==> src/rtl/tap_trig_disc_pkg.sv <==
// TAP ctl bus field map (cmd_defs definitions) and trigger FSM state type.
// Fields: THR [13:0], GT 14, ET 15, LT 16, TRIG_EN 17.
`ifndef TAP_CMD_DEFS_VH
`define TAP_CMD_DEFS_VH
`define N_TAP_CTL_SIZE      18
`define CTL_TAP_THR         13:0
`define CTL_TAP_GT          14
`define CTL_TAP_ET          15
`define CTL_TAP_LT          16
`define CTL_TAP_TRIG_EN     17
`define TAP_ADC_W           14
`define TAP_TRIG_S_DISARMED 2'd0
`define TAP_TRIG_S_ARMED    2'd1
`define TAP_TRIG_S_HOLDOFF  2'd2
`endif

package tap_trig_disc_pkg;
  localparam int TAP_CTL_W = `N_TAP_CTL_SIZE;

  typedef enum logic [1:0] {
    S_DISARMED = `TAP_TRIG_S_DISARMED,
    S_ARMED    = `TAP_TRIG_S_ARMED,
    S_HOLDOFF  = `TAP_TRIG_S_HOLDOFF
  } trig_state_e;
endpackage

==> src/rtl/tap_trig_disc_cmp.sv <==
// Registered threshold comparator: one result per valid sample, plus previous result and delayed valid.
// force_set re-seeds both results to 1 so only a fresh false->true transition can produce an edge.
module tap_thr_cmp #(
  parameter int W = 14
) (
  input  logic         clk,
  input  logic         rst_n,
  input  logic [W-1:0] data,
  input  logic         valid,
  input  logic [W-1:0] thr,
  input  logic         gt,
  input  logic         et,
  input  logic         lt,
  input  logic         force_set,
  output logic         cond_q,
  output logic         cond_prev,
  output logic         v1
);
  logic cmp;
  logic cond_d;
  logic cond_prev_d, cond_prev_q;
  logic v1_d, v1_q;

  always_comb begin
    cmp         = (gt && (data > thr)) || (et && (data == thr)) || (lt && (data < thr));
    cond_d      = cond_q;
    cond_prev_d = cond_prev_q;
    v1_d        = valid;
    // Re-arm seeding wins over a sample landing on the same edge
    if (force_set) begin
      cond_d      = 1'b1;
      cond_prev_d = 1'b1;
    end else if (valid) begin
      cond_d      = cmp;
      cond_prev_d = cond_q;
    end
  end

  always_ff @(posedge clk or negedge rst_n) begin
    if (!rst_n) begin
      cond_q      <= 1'b1;
      cond_prev_q <= 1'b1;
      v1_q        <= 1'b0;
    end else begin
      cond_q      <= cond_d;
      cond_prev_q <= cond_prev_d;
      v1_q        <= v1_d;
    end
  end

  assign cond_prev = cond_prev_q;
  assign v1        = v1_q;
endmodule

==> src/rtl/tap_trig_disc.sv <==
// ADC threshold trigger discriminator with holdoff; trig pulses 2 clks after the edge-making sample.
// Optional TAP_TRIG_TS_EN adds a free-running timestamp latched on each trigger (trig_ts/trig_ts_vld).
module tap_trig_disc
  import tap_trig_disc_pkg::*;
#(
  parameter int ADC_W   = `TAP_ADC_W,
  parameter int HOLDOFF = 16,
  parameter int CNT_W   = 32
) (
  input  logic                       clk,
  input  logic                       rst_n,
  input  logic [`N_TAP_CTL_SIZE-1:0] ctl,
  input  logic [ADC_W-1:0]           adc_data,
  input  logic                       adc_valid,
  output logic                       trig,
  output logic [CNT_W-1:0]           trig_cnt,
  output logic                       armed
`ifdef TAP_TRIG_TS_EN
  ,
  output logic [CNT_W-1:0]           trig_ts,
  output logic                       trig_ts_vld
`endif
);
  localparam int HW = $clog2(HOLDOFF + 1);

  trig_state_e       state_d, state_q;
  logic [HW-1:0]     hold_cnt_d, hold_cnt_q;
  logic [CNT_W-1:0]  trig_cnt_d, trig_cnt_q;
  logic              trig_d, trig_q;
  logic              armed_d, armed_q;
  logic              force_set;
  logic              cond_q, cond_prev, v1;
  logic              edge_det;
  logic              trig_en;

  assign trig_en = ctl[`CTL_TAP_TRIG_EN];

  tap_thr_cmp #(.W(ADC_W)) u_cmp (
    .clk       (clk),
    .rst_n     (rst_n),
    .data      (adc_data),
    .valid     (adc_valid),
    .thr       (ctl[`CTL_TAP_THR]),
    .gt        (ctl[`CTL_TAP_GT]),
    .et        (ctl[`CTL_TAP_ET]),
    .lt        (ctl[`CTL_TAP_LT]),
    .force_set (force_set),
    .cond_q    (cond_q),
    .cond_prev (cond_prev),
    .v1        (v1)
  );

  assign edge_det = cond_q && !cond_prev && v1;

  always_comb begin
    state_d    = state_q;
    hold_cnt_d = hold_cnt_q;
    trig_cnt_d = trig_cnt_q;
    trig_d     = 1'b0;
    force_set  = 1'b0;
    case (state_q)
      S_DISARMED: begin
        if (trig_en) begin
          state_d   = S_ARMED;
          force_set = 1'b1;
        end
      end
      S_ARMED: begin
        // Disarm outranks a coincident edge: no pulse, no count
        if (!trig_en) begin
          state_d = S_DISARMED;
        end else if (edge_det) begin
          trig_d     = 1'b1;
          trig_cnt_d = trig_cnt_q + CNT_W'(1);
          hold_cnt_d = HW'(HOLDOFF - 1);
          state_d    = S_HOLDOFF;
        end
      end
      S_HOLDOFF: begin
        if (!trig_en) begin
          state_d    = S_DISARMED;
          hold_cnt_d = '0;
        end else if (hold_cnt_q == '0) begin
          state_d   = S_ARMED;
          force_set = 1'b1;
        end else begin
          hold_cnt_d = hold_cnt_q - HW'(1);
        end
      end
      default: state_d = S_DISARMED;
    endcase
    armed_d = (state_d == S_ARMED);
  end

  always_ff @(posedge clk or negedge rst_n) begin
    if (!rst_n) begin
      state_q    <= S_DISARMED;
      hold_cnt_q <= '0;
      trig_cnt_q <= '0;
      trig_q     <= 1'b0;
      armed_q    <= 1'b0;
    end else begin
      state_q    <= state_d;
      hold_cnt_q <= hold_cnt_d;
      trig_cnt_q <= trig_cnt_d;
      trig_q     <= trig_d;
      armed_q    <= armed_d;
    end
  end

  assign trig     = trig_q;
  assign trig_cnt = trig_cnt_q;
  assign armed    = armed_q;

`ifdef TAP_TRIG_TS_EN
  logic [CNT_W-1:0] ts_cnt_d, ts_cnt_q;
  logic [CNT_W-1:0] trig_ts_d, trig_ts_q;
  logic             trig_ts_vld_d, trig_ts_vld_q;

  always_comb begin
    ts_cnt_d      = ts_cnt_q + CNT_W'(1);
    trig_ts_d     = trig_d ? ts_cnt_q : trig_ts_q;
    trig_ts_vld_d = trig_d;
  end

  always_ff @(posedge clk or negedge rst_n) begin
    if (!rst_n) begin
      ts_cnt_q      <= '0;
      trig_ts_q     <= '0;
      trig_ts_vld_q <= 1'b0;
    end else begin
      ts_cnt_q      <= ts_cnt_d;
      trig_ts_q     <= trig_ts_d;
      trig_ts_vld_q <= trig_ts_vld_d;
    end
  end

  assign trig_ts     = trig_ts_q;
  assign trig_ts_vld = trig_ts_vld_q;
`endif
endmodule

==> config.mk <==
export PLATFORM = sky130hd
export DESIGN_NAME = tap_trig_disc
export DESIGN_NICKNAME = d
export VERILOG_FILES = /design/src/rtl/tap_trig_disc_pkg.sv /design/src/rtl/tap_trig_disc_cmp.sv /design/src/rtl/tap_trig_disc.sv
export SDC_FILE = /design/constraint.sdc
export NUM_CORES = 1
export LEC_CHECK = 0
export ABC_AREA = 1
export BUFFER_PORTS_ARGS = -buffer_cell sky130_fd_sc_hd__clkbuf_2
export CAP_MARGIN = 5
export CORE_MARGIN = 1
export CORE_UTILIZATION = 35
export CTS_CLUSTER_DIAMETER = 50
export DETAILED_ROUTE_END_ITERATION = 8
export GPL_ROUTABILITY_DRIVEN = 0
export GPL_TIMING_DRIVEN = 1
export SLEW_MARGIN = 10
export SYNTH_ARGS = -nofsm -noshare
export SYNTH_HDL_FRONTEND = slang
export SYNTH_SLANG_ARGS = --single-unit
==> constraint.sdc <==
create_clock -name clk -period 1.7 [get_ports clk]
set_input_delay 0.34 -clock clk [delete_from_list [all_inputs] [get_ports clk]]
set_output_delay 0.34 -clock clk [all_outputs]
set_load 0.01 [all_outputs]
==> summary.txt, run 1 <==
Layout cells sized above 1 = 21.91%
Most frequent cells in the layout = nand2_1, clkbuf_2, inv_1, nor2_1, dfrtp_1
Core area = 0.008341 mm²
Total Neg Setup Slack = 0 ps
Syn_area_per_cell = 7.223 µm²
Final ANT Viol Nets = 0
WL per Instance = 11.92 µm
Actual slew at the worst max-slew pin = 502.7 ps
Status = complete, but fails checks
FILL cells = 890
Setup Crit Path Kind = reg -> reg
Post-synth cell types = 32
Final Cell Area = 0.003646 mm²
Endpoints failing hold = 1
Final setup skew = 15.66 ps
Total power = 2.694 mW
Register area = 0.001105 mm²
Crit-path max FO = 16
Pwr dens = 738.9 mW/mm²
Commonest non-fill, non-tap cell in the layout = nand2_1
Vias in the first global route = 2860
CP Data Arrival Time = 1700 ps
Ys Warns = 0
Slew Limit Fails = 0
DR DRC count = 0
Ant. Diodes = 0
Global-route wire length before repair = 12600 µm
Die span in x = 95.44 µm
Largest net degree at the start of global routing = 45
Fin crit share = 91.23%
Clk sinks = 44
Post-DP HPWL = 5795 µm
Mapped Cells = 423
Area Overhead vs Synth = 19.33%
Clock Pin Slew Worst Setup and Hold Paths = 90 ps
Clock root buffer master = clkbuf_8
Hold crit path type = in -> async
Core Util, Final = 43.71%
DR iter-0 viols = 114
DP Area = 0.003561 mm²
GR Overflow Total = 0
CTS max path bufs = 2
RSZ-0062 raised after global routing = false
All-Layer GR Usage = 17.74%
Initial antenna violation count = 0
CTS Buf Count = 5
Multi-input logic area = 0.001683 mm²
Syn nets = 475
Post-DR vias/cell = 4.740
Max Clk Rate = 644.7 MHz
Post-CTS Hold Fix Bufs = 0
Violated checks = negative hold slack
Pleak = 1.972 nW
CTS tree = yes
Crit start category = register
Worst slew margin = 66.45%
Async S/R FF share, synth = 100.0%
IO Port Bufs = 68
Post-synth EDFFs = 0
Pre-antenna DRT Iters = 4
Hold_ws = -0.08576 ps
Final min period = 1551 ps
# IOs = 69
Final-stage net count = 553
Vias = 2877
# rows = 33
Post-synth top flop = dfrtp_1
Post-synthesis register bit count = 44
Endpoints failing setup = 0
Drt total wl = 7233 µm
H-tree depth = 2
Post-synthesis sequential area ratio = 36.12%
Post-CTS Setup Inserts = 0
CP endpoint kind = register
WP data required = 1850 ps
Initial Util = 36.63%
VDD IR max = 575.2 µV
Mapped cell area = 0.003055 mm²
Die Y = 95.44 µm
Clock latency on the worst-skew pair = 300 ps
Max-Cap Viols = 0
Die area = 0.009108 mm²
[per-stage QoR]
step           worst slack, ps  cells
3_3_place_gp             183.2    599
2_1_floorplan            160.5    423
6_report                 149.0    607
3_5_place_dp             150.3    599
5_1_grt                  18.98    607
4_1_cts                  130.4    607
[registers in the layout (all words and copies together), names as in the netlist]
signal	cells
trig_cnt	32
hold_cnt_q	5
state_q	2
armed	1
trig	1
u_cmp.cond_prev	1
u_cmp.cond_q	1
u_cmp.v1	1
[report_power, final]
group,total [mW],internal (mW),switching (mW)
Combinational,0.754,0.289,0.465
Clock,0.647,0.289,0.358
Sequential,1.29,1.19,0.105
Total,2.69,1.77,0.928
[cell families after synthesis]
logic type      Yosys count  share of synthesized area (%)
simple gates            252                          38.49
flops                    44                          36.12
buf+inv                  69                          8.886
xor+xnor                 20                          5.733
fa+ha+maj                17                          6.961
compound gates           21                          3.808
[per-layer routing]
metal  part of all wire (%)  wire, µm  track usage, %
met5                      0         0               0
met4                   0.75        54           3.856
met3                    5.2       375           2.871
met2                     49      3573           32.68
met1                     45      3229           21.56
[worst max-delay path: stages (launching register included)]
cell,delay [ps]
dfstp_2,550
nand3_2,140
nor2_8,240
inv_1,280
nand2_1,130
o21ai_1,70
[final timing paths]
| path | startpoint | to | slack [ps] | cells past startpoint |
|---|---|---|---|---|
| max in group asynchronous | rst_n | u_cmp.cond_prev | 1400 | 2 |
| min reg2reg | u_cmp.cond_q | u_cmp.cond_prev | 520 | 2 |
| min in group clk | adc_valid | u_cmp.v1 | 220 | 1 |
| max reg2reg | u_cmp.cond_q | trig_cnt[15] | 150 | 5 |
| max | u_cmp.cond_q | trig_cnt[15] | 150 | 5 |
| min | rst_n | trig_cnt[22] | -0.09 | 2 |
[layout make-up]
class,instances,share of cell area (%)
Clock buffer,7,2.093
Clock inverter,1,0.1373
Inverter,66,6.795
Multi-Input combinational cell,310,46.16
Sequential cell,44,30.30
Tap cell,105,3.603
Timing Repair Buffer,74,10.91
[Yosys cell counts (3+ instances only)]
library cell,number,area (µm²)
nand2_1,145,544.3
nand3b_1,8,60.06
ha_1,17,212.7
nor2_2,5,31.28
xor2_1,15,131.4
nor3_2,6,60.06
nor2_1,42,157.7
nand3_1,20,100.1
nor3_1,6,30.03
nand2_2,4,25.02
a21oi_1,10,50.05
xnor2_1,5,43.79
nand4_1,8,50.05
dfrtp_1,42,1051
o21ai_1,3,15.01
inv_1,64,240.2
o21ai_0,3,15.01
[what timing repair did]
action	4_1_cts	5_1_grt
resized for setup	0	2
setup endpoints to repair	0	2
endpoints found under the hold margin	0	0
Note: power is estimated with default switching activity, not from simulation.
==> run 2, diff against run 1 <==
SYNTH_HIERARCHICAL = 1   (was unset)
==> run 2 against run 1 <==
Effect of this change: the flow now finishes without violations; clock power fell by 2%; non-clock buffer count is 2 lower; utilization grew 0.49 points; worst hold slack improved by 190 ps; register-to-register slack about the same.
==> summary.txt, run 2 <==
Layout cells sized above 1 = 24.11% (+2.2 points)
Global-route wire length before repair = 11350 µm (-9.9%)
All-Layer GR Usage = 16.73% (-1.0 points)
DR iter-0 viols = 94 (-18%)
Actual slew at the worst max-slew pin = 448.8 ps (-53.96 ps)
Clock latency on the worst-skew pair = 290 ps (about the same)
Die area = 0.008432 mm² (-7.4%)
Top cells by area, synth = dfrtp_1, nand2_1, inv_1, ha_1, nor2_1
Clock root buffer master = clkbuf_8
Final setup skew = 8.070 ps (-7.587 ps)
Area Overhead vs Synth = 21.58%
Drt total wl = 6405 µm (-11%)
Fin crit share = 90.79% (-0.45 points)
Most frequent cell after synthesis = nand2_1
Syn nets = 419 (-12%)
Ant. Diodes = 0 (unchanged)
Mapped Cells = 368 (-13%)
# IOs = 69 (unchanged)
Commonest non-fill, non-tap cell in the layout = nand2_1
End of the worst hold path = u_cmp/v1
H-tree depth = 2 (unchanged)
Pleak = 1.863 nW (-5.6%)
CTS tree = yes
Initial antenna violation count = 0 (unchanged)
Critical R2R Capture = u_cmp/cond_q
GR Overflow Total = 0 (unchanged)
CTS Buf Count = 5 (unchanged)
Worst slew margin = 70.08% (+3.6 points)
DR DRC count = 0 (unchanged)
Final Cell Area = 0.003433 mm² (-5.8%)
RSZ-0062 raised after global routing = false
Number of flip-flops in the largest register = 32 (unchanged)
Async S/R FF share, synth = 100.0% (unchanged)
Comb power frac = 21.2% (-6.8 points)
Endpoints failing setup = 0 (unchanged)
Most frequent cells in the layout = nand2_1, clkbuf_2, inv_1, dfrtp_1, nor2_1
Post-synthesis sequential area ratio = 39.08% (+3.0 points)
Post-synth cell types = 28 (-13%)
DP Area = 0.003327 mm² (-6.6%)
Vias in the first global route = 2513 (-12%)
Total Neg Setup Slack = 0 ps (unchanged)
R2r startpoint = hold_cnt_q[1]
Post-synth top flop = dfrtp_1
CTS max path bufs = 2 (unchanged)
Final ANT Viol Nets = 0 (unchanged)
Setup Crit Path Kind = reg -> reg
Hold Path Depth = 1
Largest area contributor in the netlist = dfrtp_1
WP data required = 1940 ps (+90 ps)
Final min period = 1543 ps (-7.613 ps)
Hold_ws = 189.6 ps (+189.7 ps)
FILL cells = 818 (-8.1%)
Clk sinks = 44 (unchanged)
Post-DR vias/cell = 4.624 (-2.4%)
Cells along the critical path = inv_1 > ha_2 > nand3_1 > nor2_1 > nand2_2 > o31ai_2 > inv_1 > nand2_1 > a21oi_1 > nand3_1 > nand2_1 > inv_1
Pwr dens = 681.4 mW/mm² (-7.8%)
Die Y = 91.83 µm (-3.8%)
CP most frequent cell = inv_1
Int Pwr = 1.642 mW (-7.0%)
Commonest cells post-synth = nand2_1, inv_1, dfrtp_1
Slew Limit Fails = 0 (unchanged)
VDD IR max = 423.4 µV (-26%)
Initial Util = 36.36% (-0.28 points)
Core area = 0.007767 mm² (-6.9%)
Post-synth top area share = 37.22% (+2.8 points)
NetSw = 0.6975 mW (-25%)
Seq pwr share = 51.6% (+3.6 points)
Pre-antenna DRT Iters = 4 (unchanged)
Vias = 2543 (-12%)
Post-synthesis register bit count = 44 (unchanged)
Crit start category = register
Mapped cell area = 0.002824 mm² (-7.6%)
Sw frac = 29.81% (-4.6 points)
Status = finished, final reports clean
CP Data Arrival Time = 1790 ps (+90 ps)
Ys Warns = 6 (+6)
Reg2Reg Depth = 12 (+7)
Clock group share of total power = 27.2% (+3.2 points)
HP Start = adc_valid
Largest net degree at the start of global routing = 30 (-33%)
WL per Instance = 11.65 µm (-2.3%)
Final-stage net count = 498 (-9.9%)
Max-Cap Viols = 0 (unchanged)
CP endpoint kind = register
CP max stage delay = 390 ps (-160 ps)
Post-DP HPWL = 5124 µm (-12%)
Syn_area_per_cell = 7.674 µm² (+6.2%)
Post-synth EDFFs = 0 (unchanged)
Crit-path max FO = 5 (-11)
R2R setup slack = 160 ps (about the same)
Max Clk Rate = 647.9 MHz (+0.49%)
Clock Pin Slew Worst Setup and Hold Paths = 80 ps (about the same)
IO Port Bufs = 68 (unchanged)
Crit-path slowest cell = dfrtp_1
Die span in x = 91.83 µm (-3.8%)
Hold crit path type = in -> reg
# rows = 32 (-3.0%)
Endpoints failing hold = 0 (-1)
[run 2: changes by cell type in the layout (fill, tap and decap cells not counted), sizes merged, moves of 2 or more]
cell,previous run,this run
nand2,149,103
nor3,13,5
nand3,23,28
xnor2,5,10
nand4,9,13
xor2,15,11
buf,6,3
nand3b,8,5
nor2,50,47
o21ai,7,5
[run 2: cell type report]
cell class / instances / area (µm²) / area share, %
timing repair buffer: 72 / 385.4 / 11.22
inverter: 66 / 247.7 / 7.216
clock inverter: 1 / 5.005 / 0.1458
sequential: 44 / 1104 / 32.14
tap: 102 / 127.6 / 3.717
multi-input combinational: 258 / 1488 / 43.33
clock buffer: 7 / 76.32 / 2.223
[run 2: timing repair]
item,4_1_cts,5_1_grt
endpoints found under the hold margin,11,0
hold buffers,1,0
gates resized for setup,0,5
setup endpoints to repair,0,13
setup buffers,0,0
[run 2: metrics by stage]
stage               worst slack, ps  std cells  utilization (%)  power [mW]
finish                        156.6        550            44.20       2.340
global route                  22.00        550            44.20       2.492
CTS                           83.34        550            44.01       2.360
detailed placement            103.5        541            42.83       1.712
global placement              112.0        541            42.83       1.691
floorplan                     261.9        368                -       1.499
[run 2: cell families after synthesis]
| group | share of synthesized area, % |
|---|---|
| adder cells (fa/ha/maj) | 7.089 |
| AND/OR/NAND/NOR | 34.78 |
| flip-flops | 39.08 |
| buffers and inverters | 8.773 |
| XOR/XNOR | 6.513 |
| AO/OA/AOI/OAI | 3.766 |
[run 2: worst max path at each step]
| stage | from | end | slack [ps] | depth (start not counted) |
|---|---|---|---|---|
| floorplan | u_cmp/cond_q | trig_cnt[9] | 260 | 7 |
| CTS | hold_cnt_q[0] | u_cmp/cond_q | 80 | 12 |
| detailed placement | u_cmp/cond_q | trig_cnt[28] | 100 | 6 |
| global route | hold_cnt_q[1] | u_cmp/cond_q | 20 | 12 |
| finish | hold_cnt_q[1] | u_cmp/cond_q | 160 | 12 |
| global placement | hold_cnt_q[0] | u_cmp/cond_q | 110 | 12 |
[run 2: power groups by stage]
stage	Sequential, mW	Clock (mW)	Combinational [mW]
floorplan	1.24	0	0.258
global placement	1.22	0	0.470
detailed placement	1.23	0	0.486
CTS	1.21	0.666	0.489
global route	1.22	0.695	0.577
finish	1.21	0.636	0.496
[run 2: critical path: cells and delay by family (launching register included)]
family | cells | cell delay, ps
buffers and inverters | 3 | 210
DFF | 1 | 390
adders and majority gates | 1 | 200
AOI/OAI and AO/OA | 2 | 150
and+or+nand+nor | 6 | 550
[run 2: metal layers]
| metal | global-route usage, % | up-vias | wire, µm |
|---|---|---|---|
| met5 | 0 | - | 0 |
| met4 | 4.297 | 0 | 48 |
| met3 | 2.736 | 4 | 220 |
| met2 | 28.07 | 51 | 3080 |
| met1 | 22.45 | 1173 | 3055 |
| li1 | - | 1315 | - |
